File: config.mk
export PLATFORM = sky130hd
export DESIGN_NAME = seg7_dec
export DESIGN_NICKNAME = d
export VERILOG_FILES = /design/src/rtl/seg7_pkg.sv /design/src/rtl/seg7_font.sv /design/src/rtl/seg7_dec.sv
export SDC_FILE = /design/constraint.sdc
export NUM_CORES = 1
export LEC_CHECK = 0
export CORE_AREA = 2 2 39 41
export CTS_CLUSTER_SIZE = 30
export DETAILED_ROUTE_END_ITERATION = 6
export DIE_AREA = 0 0 41 43
export PLACE_DENSITY = 0.79
export SLEW_MARGIN = 20
export SYNTH_ARGS = -nofsm -noshare
export SYNTH_HDL_FRONTEND = slang
export SYNTH_HIERARCHICAL = 1
export SYNTH_SLANG_ARGS = --single-unit
File: constraint.sdc
create_clock -name CLK -period 0.8 [get_ports CLK]
set_input_delay 0.16 -clock CLK [delete_from_list [all_inputs] [get_ports CLK]]
set_output_delay 0.16 -clock CLK [all_outputs]
set_load 0.01 [all_outputs]
File: src/rtl/seg7_pkg.sv
// ---------------------------------------------------------------------------
// seg7_pkg
// Shared constants for the seven-segment decoder slice:
//   SEG_OFF      - byte pattern that turns every segment and the dp dark
//   SEG_A..SEG_G - bit positions of the segments inside one digit byte
//   SEG_DP       - bit position of the decimal point inside one digit byte
//   FONT         - 16-entry hex font, active-low {g,f,e,d,c,b,a}
// ---------------------------------------------------------------------------
package seg7_pkg;

    localparam logic [7:0] SEG_OFF = 8'hFF;

    localparam int SEG_A  = 0;
    localparam int SEG_B  = 1;
    localparam int SEG_C  = 2;
    localparam int SEG_D  = 3;
    localparam int SEG_E  = 4;
    localparam int SEG_F  = 5;
    localparam int SEG_G  = 6;
    localparam int SEG_DP = 7;

    // A '0' bit lights the segment (common-anode display).
    localparam logic [6:0] FONT [16] = '{
        7'b1000000,  // 0
        7'b1111001,  // 1
        7'b0100100,  // 2
        7'b0110000,  // 3
        7'b0011001,  // 4
        7'b0010010,  // 5
        7'b0000010,  // 6
        7'b1111000,  // 7
        7'b0000000,  // 8
        7'b0010000,  // 9
        7'b0001000,  // A
        7'b0000011,  // b
        7'b1000110,  // C
        7'b0100001,  // d
        7'b0000110,  // E
        7'b0001110   // F
    };

endpackage

File: src/rtl/seg7_font.sv
// ---------------------------------------------------------------------------
// seg7_font
// Purely combinational hex-nibble to seven-segment glyph lookup.
// Ports:
//   nibble - 4-bit hex value to display
//   seg_n  - active-low segment pattern {g,f,e,d,c,b,a}
// ---------------------------------------------------------------------------
module seg7_font
    import seg7_pkg::*;
(
    input  logic [3:0] nibble,
    output logic [6:0] seg_n
);

    assign seg_n = FONT[nibble];

endmodule

File: src/rtl/seg7_dec.sv
// ---------------------------------------------------------------------------
// seg7_dec
// Registered hex-to-seven-segment decoder for common-anode displays, with
// per-digit decimal point, global blanking and optional leading-zero
// blanking. Output is registered (1-cycle latency, no comb input path).
// Parameters:
//   DIGITS - number of digits decoded in parallel (1..8)
//   LZB_EN - 1 builds the leading-zero blanking logic, 0 ignores LZB
// Ports:
//   CLK   - clock, rising edge
//   nRST  - asynchronous active-low reset, forces nHEX dark
//   DIN   - hex nibbles, digit k at DIN[4k+3:4k]
//   DP    - decimal-point request per digit, active-high
//   BLANK - forces every segment and dp off
//   LZB   - leading-zero blanking request (only when LZB_EN=1)
//   nHEX  - active-low segments, digit k at nHEX[8k+7:8k], {dp,g..a}
// ---------------------------------------------------------------------------
module seg7_dec
    import seg7_pkg::*;
#(
    parameter int DIGITS = 1,
    parameter int LZB_EN = 0
) (
    input  logic                  CLK,
    input  logic                  nRST,
    input  logic [4*DIGITS-1:0]   DIN,
    input  logic [DIGITS-1:0]     DP,
    input  logic                  BLANK,
    input  logic                  LZB,
    output logic [8*DIGITS-1:0]   nHEX
);

    localparam bit LZB_PRESENT = (LZB_EN != 0);

    logic [6:0]          font_n [DIGITS];
    logic [DIGITS-1:0]   lz_blank;
    logic                lzb_active;
    logic                still_leading;
    logic [8*DIGITS-1:0] nhex_d;
    logic [8*DIGITS-1:0] nhex_q;

    for (genvar k = 0; k < DIGITS; k++) begin : g_font
        seg7_font u_font (
            .nibble (DIN[4*k +: 4]),
            .seg_n  (font_n[k])
        );
    end

    assign lzb_active = LZB_PRESENT && LZB;

    // Walk from the most significant digit down; zeros stay blanked until
    // the first non-zero digit. Digit 0 is excluded so a value of zero
    // still shows a single "0".
    always_comb begin
        lz_blank      = '0;
        still_leading = lzb_active;
        for (int k = DIGITS - 1; k >= 1; k--) begin
            if (still_leading && (DIN[4*k +: 4] == 4'h0)) begin
                lz_blank[k] = 1'b1;
            end else begin
                still_leading = 1'b0;
            end
        end
    end

    // A blanked digit (BLANK or leading zero) also drops its dp.
    always_comb begin
        nhex_d = '1;
        for (int k = 0; k < DIGITS; k++) begin
            if (BLANK || lz_blank[k]) begin
                nhex_d[8*k +: 8] = SEG_OFF;
            end else begin
                nhex_d[8*k + SEG_DP]   = ~DP[k];
                nhex_d[8*k + SEG_A +: 7] = font_n[k];
            end
        end
    end

    always_ff @(posedge CLK or negedge nRST) begin
        if (!nRST) begin
            nhex_q <= '1;
        end else begin
            nhex_q <= nhex_d;
        end
    end

    assign nHEX = nhex_q;

endmodule

==> summary.txt, run 1 <==
Layout
  • Antenna cells: 0
  • Non-filler cells, final: 93
  • Layout cells sized above 1: 0.597
  • Fin nets: 95
  • Area Overhead vs Synth: 72.2%
  • Fillcell total: 110
  • Max reg flops: 8

Flow run
  • Max-Cap Viols: 0

Pwr
  • Gate power share: 0.324
  • Reg power frac: 0.417
  • Worst VDD drop: 488 µV
  • LEAKAGE: 0.000411 µW
  • Cell internal pwr: 852 µW
  • Switching Fraction: 0.247
  • Clock Power Share: 0.259
  • Total power: 1130 µW
  • Cell Pwr Density: 1230 nW/µm²
  • Sw power: ~280 µW

Clock tree
  • Root buffer cell: clkbuf_4
  • Worst-path clk slew: approximately 50 ps
  • Clock tree buffer depth: 2
  • CTS Hold Bufs: 0
  • CTS H-tree depth: 1
  • CTS tree: done
  • Clock sink count: 8
  • Number of buffers created by CTS: 3

Logic synthesis
  • Main flop type after synthesis: dfstp_2
  • Number of synthesized flops with an enable pin: 0
  • Mapped Area: 536 µm²
  • Synth top area share: 0.393
  • Ranking of synthesized cells by area: dfstp_2 (39%), ha_1 (16%), or2_1 (8.2%), mux2i_1 (7.5%), mux4_1 (4.9%)
  • Asr flop ratio synth: 1.00
  • Post-synthesis cell type count: 18
  • Synth area leader: dfstp_2
  • Ys Warns: 6
  • Avg Cell Area, Syn: 11.2 µm²
  • Seq/Total Area, Yosys: 0.393
  • Synth top cells by count: dfstp_2 (8), ha_1 (7), or2_1 (7)
  • Most common cell in the synthesized netlist: dfstp_2
  • Syn nets: 64
  • FF+latch count, synth: 8
  • Gate Count Post-Synth: between 40 and 50

Worst setup path
  • WP buf/inv: 3
  • Crit-path leading delay family: multiplexers
  • Crit path launch: DIN[0]
  • Worst EP arrival: ~1200 ps
  • CP Cell Sequence: buf_12 -> inv_12 -> ha_4 -> inv_2 -> mux4_2 -> or2_1
  • Setup crit start kind: input port
  • Setup crit end kind: flip-flop
  • WS Path Type: input port to flip-flop
  • CP Max Fanout: 4
  • WP data required: 980 ps
  • Max stage delay on crit path: 430 ps
  • Crit path capture: nHEX[3]
  • CP max-delay cell: mux4_2
  • Crit path depth: 6

GRT
  • Initial antenna violation count: 0
  • Gr ovfl total: 0
  • Pin count of the biggest net entering global routing: 9
  • GR Util All Layers: 0.138
  • First-pass GRT wire length: ~1.6 mm
  • Vias in the first global route: 412

Die
  • Initial core utilization: 0.387
  • Row Count: 14
  • CORE AREA: 1380 µm²
  • Ports: 17
  • Die height: approximately 43 µm
  • Total die area: 1760 µm²
  • Chip width: 41 µm

Detailed routing
  • Final ANT Viol Nets: 0
  • DRC violations left: 0
  • Via/cell ratio: 4.83
  • Vias: 449
  • Drt initial violations: 7
  • Pre-Repair DR Iteration Count: 4
  • WL/cell: 10.6 µm
  • Post-Route WL: 990 µm

STA
  • Fmax: 968 MHz
  • Setup WS post-layout: -233 ps
  • Final worst path period share: 1.29
  • Final Max Slew Viols: 0
  • Worst Tran Pin Value: 316 ps
  • Max-slew headroom: 0.789
  • Crit path time final: 1030 ps
  • Final setup fails: 15
  • Hold Worst Slack: roughly 400 ps
  • Final number of hold-violating endpoints: 0
  • RSZ-0062 raised after global routing: true

Placement
  • Placed insts: 88
  • DP HPWL: around 750 µm
  • Placer Congestion: 0.785
  • IO Port Bufs: 15

Run status
  • Outcome: finished with violations
  • Failing checks: negative setup slack

Min path
  • WHS Path Cells: 3
  • Worst min path class: input port to flip-flop
layout by cell type (no fill, tap or decap):
cell / synthesis / layout
clkdlybuf4s50_1: 0 / 3
and2b_2: 1 / 1
ha_1: 7 / 2
buf_12: 0 / 2
buf_2: 1 / 1
buf_4: 0 / 9
dlygate4sd2_1: 0 / 1
nand2_1: 1 / 1
inv_2: 0 / 1
ha_2: 0 / 1
o21ai_1: 0 / 2
or2_1: 7 / 7
clkbuf_4: 0 / 3
mux4_2: 0 / 1
mux2i_1: 4 / 4
ha_4: 0 / 4
inv_12: 0 / 2
nand2b_1: 1 / 1
or3b_1: 1 / 1
nor2_1: 5 / 5
a22o_1: 2 / 2
a32o_1: 1 / 1
a21oi_1: 1 / 1
dfstp_2: 8 / 8
mux2_2: 1 / 1
buf_6: 1 / 12
through the flow:
stage	setup TNS [ps]	area [µm²]	setup WS (ps)	util
after floorplan	-1250	587	-375	-
after global placement	-9350	823	-1040	0.595
after detailed placement	-9460	823	-1060	0.595
after CTS	-3460	926	-321	0.669
after global routing	-3260	922	-259	0.666
final	-2810	922	-233	0.666
routing by layer:
metal  GRT usage  vias up  wire length (µm)
met5           0        -                 0
met4       0.140        0                46
met3      0.0209        6                86
met2       0.225       23               507
met1       0.130      202               350
li1            -      218                 -
worst min path at each step:
| stage | start | endpoint | slack [ps] |
|---|---|---|---|
| global placement | DP | nHEX[7] | 670 |
| floorplan | nRST | nHEX[0] | 10 |
| finish | DIN[3] | nHEX[3] | 400 |
| global route | DIN[1] | nHEX[6] | 420 |
| CTS | DP | nHEX[7] | 410 |
| detailed placement | DP | nHEX[7] | 680 |
cell type report:
class	instances	area, µm²	share of cell area
inverter	3	36.3	0.0393
multi-input combinational	35	347	0.376
clock buffer	3	22.5	0.0244
timing repair buffer	28	287	0.311
sequential	8	210	0.228
tap	16	20.0	0.0217
power groups by stage:
stage          logic, µW  clock network, µW  registers, µW
4_1_cts              366                315            472
3_3_place_gp         325                  0            469
5_1_grt              402                327            474
3_5_place_dp         329                  0            470
2_1_floorplan        134                  0            490
6_report             367                293            472
cells by family (layout without fill, tap and decap cells):
kind of cell,Yosys count,count (layout),share of synthesized area
adder cells (fa/ha/maj),7,7,0.164
AND/OR/NAND/NOR,16,16,0.168
AO/OA/AOI/OAI,6,6,0.0794
multiplexers,6,6,0.145
buffers and inverters,5,34,0.0514
flip-flops,8,8,0.393
what timing repair did:
action / CTS / global route
setup buffers: 3 / 1
resized for setup: 63 / 7
endpoints found under the setup margin: 15 / 15
gates cloned: 0 / 0
pin swaps: 8 / 3
hold endpoints to repair: 0 / 0
(Power assumes the default switching activity.)
==> inputs of run 2 (changes only) <==
PLACE_DENSITY = 0.76   (was 0.79)
RECOVER_POWER = 50   (was default)
SKIP_CTS_REPAIR_TIMING = 1   (was default)
SYNTH_HIERARCHICAL = default   (was 1)
==> summary.txt, run 2 <==
Run status
  • Outcome: finished with violations
  • Failing checks: negative setup slack

Layout
  • Layout cells sized above 1: 0.464 (-0.134)
  • Most common cell after layout, fill and taps aside: buf_6
  • Area Overhead vs Synth: 54.2%
  • Fillcell total: 130 (+18%)
  • Final core occ: 0.551 (-0.116)
  • Reg area: 210 µm² (unchanged)
  • Max reg flops: 8 (unchanged)
  • Most frequent cells in the layout: buf_6 (10), dfstp_2 (8), a31oi_1 (4), ha_1 (4), buf_4 (4)
  • Antenna cells: 0 (unchanged)
  • Fin nets: 87 (-8.4%)
  • Area of the multi-input gates: 280 µm² (-19%)
  • Final non-filler cell area: 762 µm² (-17%)

Detailed routing
  • Drt initial violations: 7 (unchanged)
  • Final ANT Viol Nets: 0 (unchanged)
  • Pre-Repair DR Iteration Count: 4 (unchanged)
  • Via/cell ratio: 4.86 (+0.64%)
  • Vias: 413 (-8.0%)
  • DRC violations left: 0 (unchanged)
  • WL/cell: 11.5 µm (+8.1%)
  • Post-Route WL: 978 µm (-1.2%)

Worst setup path
  • Setup crit end kind: output port
  • Setup crit start kind: flip-flop
  • WP buf/inv: 1 (-2)
  • Crit-path leading delay family: flip-flops
  • WP data required: 640 ps (-340 ps)
  • CP Cell Sequence: buf_6
  • CP max-delay cell: dfstp_2
  • CP Max Fanout: 1 (-3)
  • Max stage delay on crit path: 520 ps (+90 ps)
  • WS Path Type: flip-flop to output port
  • Worst EP arrival: 860 ps (-350 ps)

Logic synthesis
  • Most common cell in the synthesized netlist: dfstp_2
  • Largest family of logic cells by synthesized area: compound AO/OA/AOI/OAI gates
  • Ranking of synthesized cells by area: dfstp_2 (43%), ha_1 (18%), mux2i_1 (6.1%), o21ai_0 (6.1%), a31oi_1 (5.1%)
  • Adder-cell share of the synthesized area: 0.177 (+0.0137)
  • Post-Synth XOR/XNOR Area: 0 (unchanged)
  • Mapped Area: 494 µm² (-7.7%)
  • Syn nets: 65 (+1.6%)
  • Gate Count Post-Synth: 49 (+2.1%)
  • Synth top cells by count: dfstp_2 (8), ha_1 (7), o21ai_0 (6)
  • Synth Area in Compound Gates: 0.195 (+0.115)
  • Synth top area share: 0.425 (+0.0328)
  • Number of synthesized flops with an enable pin: 0 (unchanged)
  • Simple-gate share of the synthesized area: 0.0709 (-0.0973)
  • Avg Cell Area, Syn: 10.1 µm² (-9.6%)
  • FF+latch count, synth: 8 (unchanged)
  • Post-synthesis cell type count: 17 (-1)
  • Mux cell area share after synthesis: 0.0608 (-0.0841)
  • Asr flop ratio synth: 1.00 (unchanged)
  • Synth area leader: dfstp_2
  • Ys Warns: 0 (-6)
  • Seq/Total Area, Yosys: 0.425 (+0.0328)
  • Main flop type after synthesis: dfstp_2

Die
  • Row Count: 14 (unchanged)
  • Die height: 43 µm (unchanged)
  • Initial core utilization: 0.357 (-0.0298)
  • CORE AREA: 1380 µm² (unchanged)
  • Total die area: 1760 µm² (unchanged)
  • Ports: 17 (unchanged)
  • Chip width: 41 µm (unchanged)

STA
  • Fmax: 981 MHz (+1.3%)
  • Worst Tran Pin Value: 324 ps (+8.25 ps)
  • Final number of hold-violating endpoints: 0 (unchanged)
  • Post-route setup TNS: -1710 ps (+1100 ps)
  • RSZ-0062 raised after global routing: true
  • Final Max Slew Viols: 0 (unchanged)
  • Final worst path period share: 1.27 (-0.0171)
  • Max-slew headroom: 0.783 (-0.00555)
  • Setup WS post-layout: -220 ps (+13.7 ps)
  • Hold Worst Slack: 295 ps (-108 ps)
  • Final setup fails: 8 (-7)
  • Crit path time final: 1020 ps (-13.7 ps)

Clock tree
  • CTS H-tree depth: 1 (unchanged)
  • CTS tree: done
  • Number of buffers created by CTS: 3 (unchanged)
  • Clock sink count: 8 (unchanged)
  • Clock tree buffer depth: 2 (unchanged)
  • Worst-path clk slew: 50 ps (about the same)
  • Root buffer cell: clkbuf_4

Pwr
  • Reg power frac: 0.453 (+0.036)
  • Cell Pwr Density: 1370 nW/µm² (+12%)
  • Worst VDD drop: 469 µV (-3.9%)
  • LEAKAGE: 0.000357 µW (-13%)
  • Sw power: 259 µW (-7.2%)
  • Clock Power Share: 0.276 (+0.017)
  • Gate power share: 0.271 (-0.053)
  • Switching Fraction: 0.249 (+0.00177)
  • Cell internal pwr: 783 µW (-8.1%)

Placement
  • Pre-CTS WS: -643 ps (+414 ps)
  • Placer Congestion: 0.771 (-1.8%)
  • IO Port Bufs: 15 (unchanged)
  • Placed cell area: 716 µm² (-13%)
  • DP HPWL: 829 µm (+11%)

GRT
  • Vias in the first global route: 402 (-2.4%)
  • Initial antenna violation count: 0 (unchanged)
  • GR Util All Layers: 0.136 (-0.00217)
  • Gr ovfl total: 0 (unchanged)
  • First-pass GRT wire length: 1.65 mm (+2.2%)
  • Pin count of the biggest net entering global routing: 9 (unchanged)

Flow run
  • Max-Cap Viols: 0 (unchanged)

Min path
  • Worst min path class: input port to flip-flop
-- run 2: cell types whose count changed after synthesis, sizes merged, moves of 2 or more --
| cell | previous run | this run |
|---|---|---|
| or2 | 7 | 0 |
| a31oi | 0 | 4 |
| o21ai | 2 | 6 |
| a22o | 2 | 0 |
| inv | 3 | 5 |
| nand2 | 1 | 3 |
| nor2 | 5 | 3 |
-- run 2: final timing paths --
path                          from  endpoint  slack (ps)  cells past startpoint
worst max-delay path       nHEX[5]   nHEX[5]        -220                      1
worst min-delay path        DIN[3]   nHEX[1]         300                      3
max in group asynchronous     nRST   nHEX[0]         260                      1
min in group asynchronous     nRST   nHEX[2]         510                      1
-- run 2: area by class of cell --
class                           count  area share
Tap cell                           16      0.0263
Sequential cell                     8       0.276
Timing Repair Buffer               20       0.269
Multi-Input combinational cell     33       0.368
Clock buffer                        3      0.0296
Inverter                            5      0.0312
-- run 2: power groups by stage --
stage	Sequential [µW]	Clock, µW	Combinational [µW]
finish	472	288	282
detailed placement	471	0	272
CTS	466	296	274
floorplan	491	0	104
global placement	470	0	265
global route	475	313	316
-- run 2: stage by stage --
stage	power (µW)	instances
after floorplan	595	49
after global placement	736	82
after detailed placement	743	82
after CTS	1040	85
after global routing	1100	85
final	1040	85
-- run 2: layer usage --
| metal | wire [µm] | global-route usage |
|---|---|---|
| met5 | 0 | 0 |
| met4 | 17 | 0.0800 |
| met3 | 85 | 0.0209 |
| met2 | 496 | 0.225 |
| met1 | 379 | 0.153 |
-- run 2: logic make-up (layout without fill, tap and decap cells) --
family          after synthesis  count (layout)
flops                         8               8
simple gates                  8               8
buf+inv                       8              28
fa+ha+maj                     7               7
compound gates               15              15
mux                           3               3
==> inputs of run 3 (changes only) <==
PLACE_DENSITY = default   (was 0.76)
PLACE_DENSITY_LB_ADDON = 0.2   (was default)
==> summary.txt, run 3 (synthesized netlist as in run 2, its figures left out) <==
STA
  • Crit path time final: 1030 ps (+8.22 ps)
  • Final number of hold-violating endpoints: 0 (unchanged)
  • Final setup fails: 8 (unchanged)
  • Fmax: 973 MHz (-0.80%)
  • Max-slew headroom: 0.737 (-0.0469)
  • RSZ-0062 raised after global routing: true
  • Setup WS post-layout: -228 ps (-8.22 ps)
  • Final Max Slew Viols: 0 (unchanged)
  • Final worst path period share: 1.28 (+0.0103)
  • Worst Tran Pin Value: 395 ps (+71.4 ps)

Layout
  • Non-filler cells, final: 88 (+3.5%)
  • Antenna cells: 0 (unchanged)
  • Max reg flops: 8 (unchanged)
  • Fin nets: 90 (+3.4%)
  • Layout cells sized above 1: 0.458 (-0.00543)
  • Most frequent cells in the layout: buf_4 (8), dfstp_2 (8), buf_6 (8), o21ai_0 (6)
  • Final core occ: 0.556 (+0.00543)
  • Area Overhead vs Synth: 55.7%
  • Fillcell total: 142 (+9.2%)

Clock tree
  • Clock sink count: 8 (unchanged)
  • CTS tree: done
  • CTS H-tree depth: 1 (unchanged)
  • Clock tree buffer depth: 2 (unchanged)
  • Worst-path clk slew: 50 ps (about the same)
  • Root buffer cell: clkbuf_4
  • Number of buffers created by CTS: 3 (unchanged)

Run status
  • Outcome: finished with violations
  • Failing checks: negative setup slack

Placement
  • IO Port Bufs: 15 (unchanged)
  • Placer Congestion: 0.808 (+4.8%)
  • Placed insts: 85 (+3.7%)
  • DP HPWL: 794 µm (-4.2%)

GRT
  • GR Util All Layers: 0.147 (+0.0107)
  • Pin count of the biggest net entering global routing: 9 (unchanged)
  • First-pass GRT wire length: 1.70 mm (+3.3%)
  • Gr ovfl total: 0 (unchanged)
  • Initial antenna violation count: 0 (unchanged)
  • Vias in the first global route: 405 (+0.75%)

Detailed routing
  • Final ANT Viol Nets: 0 (unchanged)
  • Post-Route WL: 1.04 mm (+6.1%)
  • Vias: 438 (+6.1%)
  • Via/cell ratio: 4.98 (+2.4%)
  • Drt initial violations: 6 (-1)
  • DRC violations left: 0 (unchanged)
  • WL/cell: 11.8 µm (+2.5%)
  • Pre-Repair DR Iteration Count: 4 (unchanged)

Die
  • Ports: 17 (unchanged)
  • Initial core utilization: 0.357 (unchanged)
  • Row Count: 14 (unchanged)
  • Chip width: 41 µm (unchanged)
  • CORE AREA: 1380 µm² (unchanged)
  • Total die area: 1760 µm² (unchanged)
  • Die height: 43 µm (unchanged)

Min path
  • Worst min path class: input port to flip-flop

Worst setup path
  • Setup crit start kind: flip-flop
  • WP data required: 640 ps (about the same)
  • WP buf/inv: 1 (unchanged)
  • WS Path Type: flip-flop to output port
  • Crit path depth: 1 (unchanged)
  • CP Cell Sequence: buf_6
  • Max stage delay on crit path: 520 ps (about the same)
  • Setup crit end kind: output port
  • Crit-path leading delay family: flip-flops
  • CP Max Fanout: 1 (unchanged)
  • Worst EP arrival: 870 ps (about the same)
  • CP max-delay cell: dfstp_2
  • Crit path launch: nHEX[3]
  • Crit path capture: nHEX[3]

Pwr
  • Total power: 1050 µW (+0.92%)
  • Cell internal pwr: 783 µW (about the same)
  • Clock Power Share: 0.286 (+0.010)
  • Gate power share: 0.265 (-0.006)
  • LEAKAGE: 0.000367 µW (+2.8%)
  • Worst VDD drop: 440 µV (-6.3%)
  • Cell Pwr Density: 1370 nW/µm² (about the same)
  • Sw power: 269 µW (+3.9%)
  • Switching Fraction: 0.256 (+0.00722)
  • Reg power frac: 0.449 (-0.004)

Flow run
  • Max-Cap Viols: 0 (unchanged)
==> run 3: cell count changes in the layout (fill, tap and decap cells not counted) <==
cell / delta
o21ai_0: +3
o21ai_1: -3
a21boi_1: -1
dlygate4sd3_1: -1
buf_2: -1
clkbuf_1: +1
mux2i_2: -1
clkdlybuf4s50_1: +1
clkbuf_2: +1
buf_4: +4
a21boi_0: +1
mux2i_1: +1
buf_6: -2
==> run 3: worst min-delay path by stage <==
| stage | to | cells past startpoint | start | slack, ps |
|---|---|---|---|---|
| after floorplan | nHEX[0] | 0 | nRST | 10 |
| after global placement | nHEX[5] | 2 | nRST | 660 |
| after detailed placement | nHEX[6] | 2 | nRST | 660 |
| after CTS | nHEX[6] | 2 | nRST | 390 |
| after global routing | nHEX[7] | 2 | BLANK | 320 |
| final | nHEX[7] | 2 | BLANK | 300 |
==> run 3: final cells by class <==
class	count	area (µm²)	area share
sequential	8	210	0.273
inverter	5	23.8	0.0309
timing repair buffer	23	216	0.281
tap	16	20.0	0.0260
clock buffer	3	22.5	0.0293
multi-input combinational	33	277	0.359
==> run 3: power groups by stage <==
stage | sequential [µW] | combinational, µW | clock [µW]
floorplan | 491 | 104 | 0
global placement | 471 | 287 | 0
detailed placement | 471 | 291 | 0
CTS | 466 | 292 | 317
global route | 476 | 311 | 332
finish | 473 | 279 | 300
==> run 3: per-layer routing <==
metal  part of all wire  vias up  track usage
met5                  0        -            0
met3              0.050        5       0.0314
met1               0.45      203        0.184
li1                   -      216            -
met2               0.46       14        0.203
met4              0.037        0        0.120
==> run 3: per-stage QoR <==
| stage | hold slack (ps) | area [µm²] | TNS, ps | worst slack (ps) |
|---|---|---|---|---|
| 2_1_floorplan | 12.2 | 524 | -15.8 | -15.8 |
| 3_3_place_gp | 659 | 751 | -7480 | -680 |
| 3_5_place_dp | 663 | 751 | -7680 | -680 |
| 4_1_cts | 394 | 773 | -7800 | -659 |
| 5_1_grt | 319 | 769 | -1990 | -257 |
| 6_report | 302 | 769 | -1780 | -228 |
